`src/rtl/prediction_accuracy_monitor_if.sv`:
```
// Sample/statistics bundle between the predictor-side driver and the accuracy monitor.
// The driver presents outcome samples; the monitor returns its registered statistics.
interface prediction_accuracy_monitor_if #(
  parameter int CNT_W = 8,
  parameter int WIN   = 8
);
  localparam int WM_W = $clog2(WIN + 1);

  logic             valid;
  logic             actual_bit;
  logic             predicted_bit;
  logic [CNT_W-1:0] total_cnt;
  logic [CNT_W-1:0] hit_cnt;
  logic [CNT_W-1:0] miss_cnt;
  logic [WM_W-1:0]  win_miss;
  logic [CNT_W-1:0] cur_streak;
  logic [CNT_W-1:0] best_streak;
  logic             alarm;
  logic [1:0]       state;

  modport master (
    output valid, actual_bit, predicted_bit,
    input  total_cnt, hit_cnt, miss_cnt, win_miss, cur_streak, best_streak, alarm, state
  );

  modport slave (
    input  valid, actual_bit, predicted_bit,
    output total_cnt, hit_cnt, miss_cnt, win_miss, cur_streak, best_streak, alarm, state
  );
endinterface

```
`src/rtl/prediction_accuracy_monitor.sv`:
```
// Scoreboard for the 2-bit predictor: saturating hit/miss statistics, hit streaks,
// a sliding miss window and a hysteretic accuracy alarm. All outputs are registered.
module prediction_accuracy_monitor #(
  parameter int CNT_W    = 8,
  parameter int WIN      = 8,
  parameter int ALARM_TH = 4,
  parameter int CLR_TH   = 1
) (
  input  logic                         clk,
  input  logic                         reset,
  prediction_accuracy_monitor_if.slave mon
);

  localparam int WM_W = $clog2(WIN + 1);

  localparam logic [CNT_W-1:0] CNT_MAX   = '1;
  localparam logic [WM_W-1:0]  ALARM_LVL = WM_W'(ALARM_TH);
  localparam logic [WM_W-1:0]  CLR_LVL   = WM_W'(CLR_TH);
  localparam logic [WM_W-1:0]  FILL_LAST = WM_W'(WIN - 1);
  localparam logic [WM_W-1:0]  FILL_FULL = WM_W'(WIN);

  typedef enum logic [1:0] {
    WARMUP  = 2'd0,
    TRACK   = 2'd1,
    ALARM   = 2'd2,
    ILLEGAL = 2'd3
  } state_e;

  function automatic logic [CNT_W-1:0] sat_inc(input logic [CNT_W-1:0] v);
    return (v == CNT_MAX) ? v : v + CNT_W'(1);
  endfunction

  logic [CNT_W-1:0] total_q, hit_q, miss_q, cur_q, best_q;
  logic [WIN-1:0]   win_q;
  logic [WM_W-1:0]  win_miss_q;
  logic [WM_W-1:0]  fill_q;
  state_e           state_q;
  logic             alarm_q;

  logic             sample_miss;
  logic [WIN-1:0]   win_next;
  logic [WM_W-1:0]  win_miss_next;
  logic [CNT_W-1:0] total_next, hit_next, miss_next, cur_next, best_next;
  logic [WM_W-1:0]  fill_next;

  // NOTE: every signal written here is assigned on every path, so no latch is inferred.
  always_comb begin
    sample_miss   = (mon.actual_bit != mon.predicted_bit);
    win_next      = {win_q[WIN-2:0], sample_miss};
    win_miss_next = win_miss_q + WM_W'(sample_miss) - WM_W'(win_q[WIN-1]);
    total_next    = sat_inc(total_q);
    hit_next      = hit_q;
    miss_next     = miss_q;
    cur_next      = '0;
    if (sample_miss) begin
      miss_next = sat_inc(miss_q);
    end else begin
      hit_next  = sat_inc(hit_q);
      cur_next  = sat_inc(cur_q);
    end
    best_next = (cur_next > best_q) ? cur_next : best_q;
    fill_next = (fill_q == FILL_FULL) ? fill_q : fill_q + WM_W'(1);
  end

  // NOTE: sequential state uses non-blocking assignments so every register samples pre-edge values.
  always_ff @(posedge clk) begin
    if (reset) begin
      total_q    <= '0;
      hit_q      <= '0;
      miss_q     <= '0;
      cur_q      <= '0;
      best_q     <= '0;
      // NOTE: the miss window is reset even though it is storage, because win_miss is
      // maintained incrementally and is only equal to popcount(window) from a known start.
      win_q      <= '0;
      win_miss_q <= '0;
      fill_q     <= '0;
      state_q    <= WARMUP;
      alarm_q    <= 1'b0;
    end else begin
      if (mon.valid) begin
        total_q    <= total_next;
        hit_q      <= hit_next;
        miss_q     <= miss_next;
        cur_q      <= cur_next;
        best_q     <= best_next;
        win_q      <= win_next;
        win_miss_q <= win_miss_next;
        fill_q     <= fill_next;
      end

      // Hysteresis: levels strictly between CLR_TH and ALARM_TH keep the current state.
      case (state_q)
        WARMUP: begin
          if (mon.valid && fill_q == FILL_LAST) begin
            if (win_miss_next >= ALARM_LVL) begin
              state_q <= ALARM;
              alarm_q <= 1'b1;
            end else begin
              state_q <= TRACK;
              alarm_q <= 1'b0;
            end
          end
        end
        TRACK: begin
          if (mon.valid && win_miss_next >= ALARM_LVL) begin
            state_q <= ALARM;
            alarm_q <= 1'b1;
          end
        end
        ALARM: begin
          if (mon.valid && win_miss_next <= CLR_LVL) begin
            state_q <= TRACK;
            alarm_q <= 1'b0;
          end
        end
        default: begin
          state_q <= WARMUP;
          alarm_q <= 1'b0;
        end
      endcase
    end
  end

  assign mon.total_cnt   = total_q;
  assign mon.hit_cnt     = hit_q;
  assign mon.miss_cnt    = miss_q;
  assign mon.win_miss    = win_miss_q;
  assign mon.cur_streak  = cur_q;
  assign mon.best_streak = best_q;
  assign mon.alarm       = alarm_q;
  assign mon.state       = state_q;

endmodule

```
`src/flat_wrapper.sv`:
```
// flat-port wrapper written by rule: the top's interface ports become plain ports
module prediction_accuracy_monitor_flat 
#(
  parameter int CNT_W    = 8,
  parameter int WIN      = 8,
  parameter int ALARM_TH = 4,
  parameter int CLR_TH   = 1
)
  (clk, reset, mon_valid, mon_actual_bit, mon_predicted_bit, mon_total_cnt, mon_hit_cnt, mon_miss_cnt, mon_win_miss, mon_cur_streak, mon_best_streak, mon_alarm, mon_state);
  prediction_accuracy_monitor_if #(.CNT_W(CNT_W), .WIN(WIN)) mon_i ();
  input  logic clk;
  input  logic reset;
  input wire logic [$bits(mon_i.valid)-1:0] mon_valid;
  input wire logic [$bits(mon_i.actual_bit)-1:0] mon_actual_bit;
  input wire logic [$bits(mon_i.predicted_bit)-1:0] mon_predicted_bit;
  output wire logic [$bits(mon_i.total_cnt)-1:0] mon_total_cnt;
  output wire logic [$bits(mon_i.hit_cnt)-1:0] mon_hit_cnt;
  output wire logic [$bits(mon_i.miss_cnt)-1:0] mon_miss_cnt;
  output wire logic [$bits(mon_i.win_miss)-1:0] mon_win_miss;
  output wire logic [$bits(mon_i.cur_streak)-1:0] mon_cur_streak;
  output wire logic [$bits(mon_i.best_streak)-1:0] mon_best_streak;
  output wire logic [$bits(mon_i.alarm)-1:0] mon_alarm;
  output wire logic [$bits(mon_i.state)-1:0] mon_state;
  assign mon_i.valid = mon_valid;
  assign mon_i.actual_bit = mon_actual_bit;
  assign mon_i.predicted_bit = mon_predicted_bit;
  assign mon_total_cnt = mon_i.total_cnt;
  assign mon_hit_cnt = mon_i.hit_cnt;
  assign mon_miss_cnt = mon_i.miss_cnt;
  assign mon_win_miss = mon_i.win_miss;
  assign mon_cur_streak = mon_i.cur_streak;
  assign mon_best_streak = mon_i.best_streak;
  assign mon_alarm = mon_i.alarm;
  assign mon_state = mon_i.state;
  prediction_accuracy_monitor #(.CNT_W(CNT_W), .WIN(WIN), .ALARM_TH(ALARM_TH), .CLR_TH(CLR_TH)) u_core (.clk(clk), .reset(reset), .mon(mon_i));
endmodule
```
`config.mk`:
```
export PLATFORM = sky130hd
export DESIGN_NAME = prediction_accuracy_monitor_flat
export DESIGN_NICKNAME = d
export VERILOG_FILES = /design/src/rtl/prediction_accuracy_monitor_if.sv /design/src/rtl/prediction_accuracy_monitor.sv /design/src/flat_wrapper.sv
export SDC_FILE = /design/constraint.sdc
export NUM_CORES = 1
export LEC_CHECK = 0
export ABC_AREA = 1
export BUFFER_PORTS_ARGS = -buffer_cell sky130_fd_sc_hd__buf_4
export CAP_MARGIN = 20
export CORE_MARGIN = 2
export CORE_UTILIZATION = 36
export DETAILED_ROUTE_END_ITERATION = 10
export PLACE_DENSITY = 0.63
export SLEW_MARGIN = 20
export SYNTH_ARGS = -nofsm -noshare
export SYNTH_HDL_FRONTEND = slang
export SYNTH_SLANG_ARGS = --single-unit
```
`constraint.sdc`:
```
create_clock -name clk -period 4.69 [get_ports clk]
set_input_delay 0.2345 -clock clk [delete_from_list [all_inputs] [get_ports clk]]
set_output_delay 0.2345 -clock clk [all_outputs]
set_load 0.05 [all_outputs]
```
# Word-level counts from Yosys, hierarchy flattened
# Cells that the tools add are included.
# Widths: inputs -> output; s select.
dict set report classes {
  add_sub_neg 7
  magnitude_cmp 3
  eq_ne 12
  mux 12
  bitwise_logic 5
  reduce_logical 10
}
# op n
set ops {}
lappend ops {{$add 8x1->8 const B} 4}
lappend ops {{$eq 8x8->1 const B} 4}
lappend ops {{$mux 8} 2}
lappend ops {{$reduce_and 3->1} 3}
lappend ops {{$gt 8x8->1} 1}
lappend ops {{$mux 2} 4}
lappend ops {{$ne 2x1->1 const B} 3}
lappend ops {{$pmux 2 s3} 1}
lappend ops {{$reduce_and 2->1} 3}
lappend ops {{$not 1->1} 5}
lappend ops {{$add 4x1->4} 1}
lappend ops {{$add 4x1->4 const B} 1}
lappend ops {{$eq 4x3->1 const B} 1}
lappend ops {{$eq 4x4->1 const B} 1}
lappend ops {{$ge 4x3->1 const B} 1}
lappend ops {{$le 4x1->1 const B} 1}
lappend ops {{$mux 1} 4}
lappend ops {{$sub 4x1->4} 1}
lappend ops {{$logic_and 1x1->1} 3}
lappend ops {{$pmux 1 s3} 1}
lappend ops {{$eq 2x1->1 const B} 1}
lappend ops {{$eq 2x2->1 const B} 1}
lappend ops {{$logic_not 2->1} 1}
lappend ops {{$ne 1x1->1} 1}
dict set report word_totals {
  register_bits 59
  input_bits 5
  out_inout_bits 47
  word_cells 59
}

# Depth between registers and ports, before layout
dict set report logic_depth {
  ltp_word 7
  mapped_depth 18
  mapped_depth_nobuf 17
}

# Worst setup path after synthesis
# OpenSTA, ideal clock, no wires.
dict set report synth_path {
  path_kind {register to register}
  from {register u_core.cur_q[0], in the netlist u_core.mon.cur_streak[0]}
  to {register u_core.best_q[1], in the netlist u_core.mon.best_streak[1]}
  setup_ns 0.113
  t_arrival_ns 2.735
  slack_ns 1.842
  stages_incl_launch_ff 17
  period_less_slack_ns 2.848
  cell_sequence {dfxtp_1 > ha_1 > nand2_1 > inv_1 > nand2_1 > inv_1 > nand2_1 > a31oi_1 > ha_1 > a21oi_1 > o21ai_0 > o21bai_1 > nand2_1 > clkbuf_1 > nand2_1 > nand2_1 > nor2_1}
}
dict set report synth_via {
  elab_chain_cells 5
  word_cells_on_any_way 6
}
# item line_no
set synth_lines {}
lappend synth_lines {{start, declared} prediction_accuracy_monitor.sv:33} ;# logic [CNT_W-1:0] total_q, hit_q, miss_q, cur_q, best_q;
lappend synth_lines {{start signal, assigned} prediction_accuracy_monitor.sv:85} ;# cur_q <= cur_next;
lappend synth_lines {{$add 8x1->8 or $eq 8x8->1 (tied branches)} prediction_accuracy_monitor.sv:30} ;# return (v == CNT_MAX) ? v : v + CNT_W'(1);
lappend synth_lines {{$mux 8 *} prediction_accuracy_monitor.sv:30}
lappend synth_lines {{$mux 8 *} prediction_accuracy_monitor.sv:55} ;# if (sample_miss) begin
lappend synth_lines {{named net u_core.cur_next[7]} prediction_accuracy_monitor.sv:43} ;# logic [CNT_W-1:0] total_next, hit_next, miss_next, cur_next, best_next;
lappend synth_lines {{$gt 8x8->1 *} prediction_accuracy_monitor.sv:61} ;# best_next = (cur_next > best_q) ? cur_next : best_q;
lappend synth_lines {{$reduce_and 2->1 (no line) *} n/a}
lappend synth_lines {{end signal, assigned} prediction_accuracy_monitor.sv:86} ;# best_q <= best_next;
lappend synth_lines {{end, declared} prediction_accuracy_monitor.sv:33}
# The timed path passes the listed nets; every way through them passes the cells marked *.
# A chain may end at the register's enable or synchronous reset.

# Final worst setup path
dict set report layout_path {
  from {register u_core.cur_q[0], in the netlist u_core.mon.cur_streak[0]}
  to {register u_core.best_q[0], in the netlist u_core.mon.best_streak[0]}
}
# The elaborated chain is that of the path after synthesis.

==> results.tsv <==
metric	value	unit
outcome	completed	
synth_compound_area_share	15.8	%
grt_pass1_vias	2525	
clkSinkCount	59	
synthSimpleGateAreaFrac	25.2	%
die_y	96.4	um
syn_area	3080	um^2
gr-total-overflow	0	
final_hold_viol_count	0	
portBuffers	51	
arrival	3.13	ns
relSlewSlack	52.3	%
core	8260	um^2
drive_gt1_share	14.9	%
p_leak	1.72	nW
max_freq	0.350	GHz
combPwrFrac	38.1	%
min_period	2.86	ns
crit_path_end_kind	flip-flop	
ys_seq_area_share	38.4	%
setup_violations	0	
grt_max_degree	28	
h-tree-depth	3	
num_vias	2839	
dpl.hpwl	5040	um
area_growth	20.9	%
cp_slowest_cell	dfxtp_1	
synth_seq_cells	59	
synth_top_family_by_area	simple AND/OR/NAND/NOR gates	
swShare	40.6	%
rsz0062_at_grt	no	
dpl_cell_area	3550	um^2
cp_cell_sequence	ha_1 > nand2_1 > inv_1 > nand2_1 > inv_1 > nand2_1 > inv_1 > o21ai_0 > inv_1 > ha_1 > nand2_1 > o21a_1 > o21bai_1 > nand2_1 > inv_1 > nor2_1 > nor2_1	
finalCritPeriodShare	61.0	%
postSynthAreaPerCell	6.99	um^2
dp.cells	586	
critPathKind	reg -> reg	
hold_class	in -> reg	
internal-power	981	uW
dieArea	9300	um^2
peakVddDrop	157	uV
yosys_warnings	0	
worst_pin_slew	0.715	ns
clk_path_buf_depth	2	
die_x	96.4	um
diodes	0	
final_common_cell	nand2_1	
stdcell_count	602	
gp_congestion	0.925	
start_util	37.3	%
maxCapViolCount	0	
syn_nets	464	
drc_errors	0	
drv_slew	0	
setup_tns	0	ns
cts.clk_slew.worst_paths	0.07	ns
switchingPower	670	uW
synth-xor-area-share	2.81	%
synthAdderAreaFrac	7.97	%
ioPinCount	52	
worst_ep_required_time	4.96	ns
p_per_area	444	nW/um^2
grt_pass1_wl	11300	um
cts_made_buffers	9	
power_frac_clock	25.0	%
finClkSkew	0.0109	ns
p_seq_share	36.9	%
firstDrtPassIters	4	
drt_first_iter_violations	215	
grt_antenna_before_repair	0	
muxShareOfSynthArea	0	%
start_kind	flip-flop	
final_cell_mix	nand2_1, nor2_1, inv_1	
drt-total-wl	6980	um
cts_hold_buf	0	
drt-vias-per-instance	4.72	
placementRows	33	
fillCellCount	876	
root_buffer	clkbuf_8	
final_cell_area	3720	um^2
grt_usage	15.6	%
path_max_fanout	11	
cts_tree	built	
ant_nets	0	
fin_nets	516	
synthCells	440	
postCtsSetupBuffers	0	
clkLatencyLatePin	0.33	ns
detail_route.wl_per_cell	11.6	um
synth.distinct_cells	31	
slowest_delay	0.36	ns
ctsResizeCount	0	
-- final cells by class --
class | instances | area (um^2) | share of cell area (%)
Clock inverter | 2 | 10.0 | 0.269
Multi-Input combinational cell | 303 | 1590 | 42.8
Timing Repair Buffer | 52 | 390 | 10.5
Inverter | 67 | 251 | 6.76
Sequential cell | 59 | 1180 | 31.8
Tap cell | 105 | 131 | 3.53
Clock buffer | 14 | 163 | 4.37
-- routing by layer --
layer  vias up  GRT usage (%)  routed length [um]
li1       1526              -                   -
met1      1262           19.7                3480
met2        47           25.6                3200
met3         4           3.03                 234
met4         0           6.92                  69
met5         -              0                   0
-- per-stage QoR --
stage	setup slack, ns	power (mW)	hold slack [ns]	util, %
final	1.83	1.65	0.239	45.0
after global routing	1.52	1.77	0.241	45.0
after CTS	1.87	1.67	0.235	45.0
after detailed placement	1.87	1.25	0.452	43.0
after global placement	2.04	1.24	0.453	43.0
after floorplan	1.84	1.09	0.313	-
-- synthesized netlist by cell type, drive strengths merged --
master	instances	share of area [%]
nor3	5	1.2
nor2	69	8.4
a21oi	38	6.2
o21a	1	0.24
o211ai	1	0.24
fa	1	0.65
dfxtp	59	38
and3	1	0.20
a21boi	1	0.24
o21ai	41	6.8
clkbuf	7	0.85
buf	4	0.81
inv	67	8.2
nand4	10	2.0
ha	18	7.3
xor2	5	1.7
or2	3	0.61
xnor2	4	1.1
a31oi	2	0.41
nand3	20	3.3
o21bai	5	1.2
nor3b	1	0.24
a211oi	2	0.49
nand2	75	9.2
-- logic make-up (layout without fill, tap and decap cells) --
| group | Yosys count | count (layout) |
|---|---|---|
| AND/OR/NAND/NOR | 184 | 184 |
| flip-flops | 59 | 59 |
| AO/OA/AOI/OAI | 91 | 91 |
| adder cells (fa/ha/maj) | 19 | 19 |
| buffers and inverters | 78 | 135 |
| XOR/XNOR | 9 | 9 |
-- worst paths after layout --
check,start,endpoint,slack (ns),depth (start not counted)
worst min register to register,u_core.mon.total_cnt[4],u_core.mon.total_cnt[4],0.46,2
worst max register to register,u_core.mon.cur_streak[0],u_core.mon.best_streak[0],1.83,17
worst min-delay path,reset,u_core.mon.miss_cnt[7],0.24,2
worst max-delay path,u_core.mon.cur_streak[0],u_core.mon.best_streak[0],1.83,17
-- power groups by stage --
| stage | Combinational, mW | Sequential (mW) | Clock [mW] |
|---|---|---|---|
| final | 0.629 | 0.609 | 0.413 |
| after global routing | 0.702 | 0.617 | 0.448 |
| after CTS | 0.631 | 0.610 | 0.424 |
| after detailed placement | 0.629 | 0.621 | 0 |
| after global placement | 0.616 | 0.620 | 0 |
| after floorplan | 0.297 | 0.795 | 0 |
-- state kept, by name, summed over array words and instances, names as in the netlist --
name	flops
u_core.mon.win_miss	4
u_core.mon.state	2
u_core.win_q	8
u_core.mon.total_cnt	8
u_core.mon.miss_cnt	8
u_core.fill_q	4
u_core.mon.best_streak	8
u_core.mon.hit_cnt	8
u_core.mon.cur_streak	8
u_core.mon.alarm	1
-- worst max-delay path, delay by kind of cell, from the launching register on --
kind | cells | cell delay (ns)
simple gates | 7 | 0.80
compound gates | 3 | 0.61
buf+inv | 5 | 0.52
fa+ha+maj | 2 | 0.51
flops | 1 | 0.36
No activity file was read; power rests on OpenSTA's default activity.
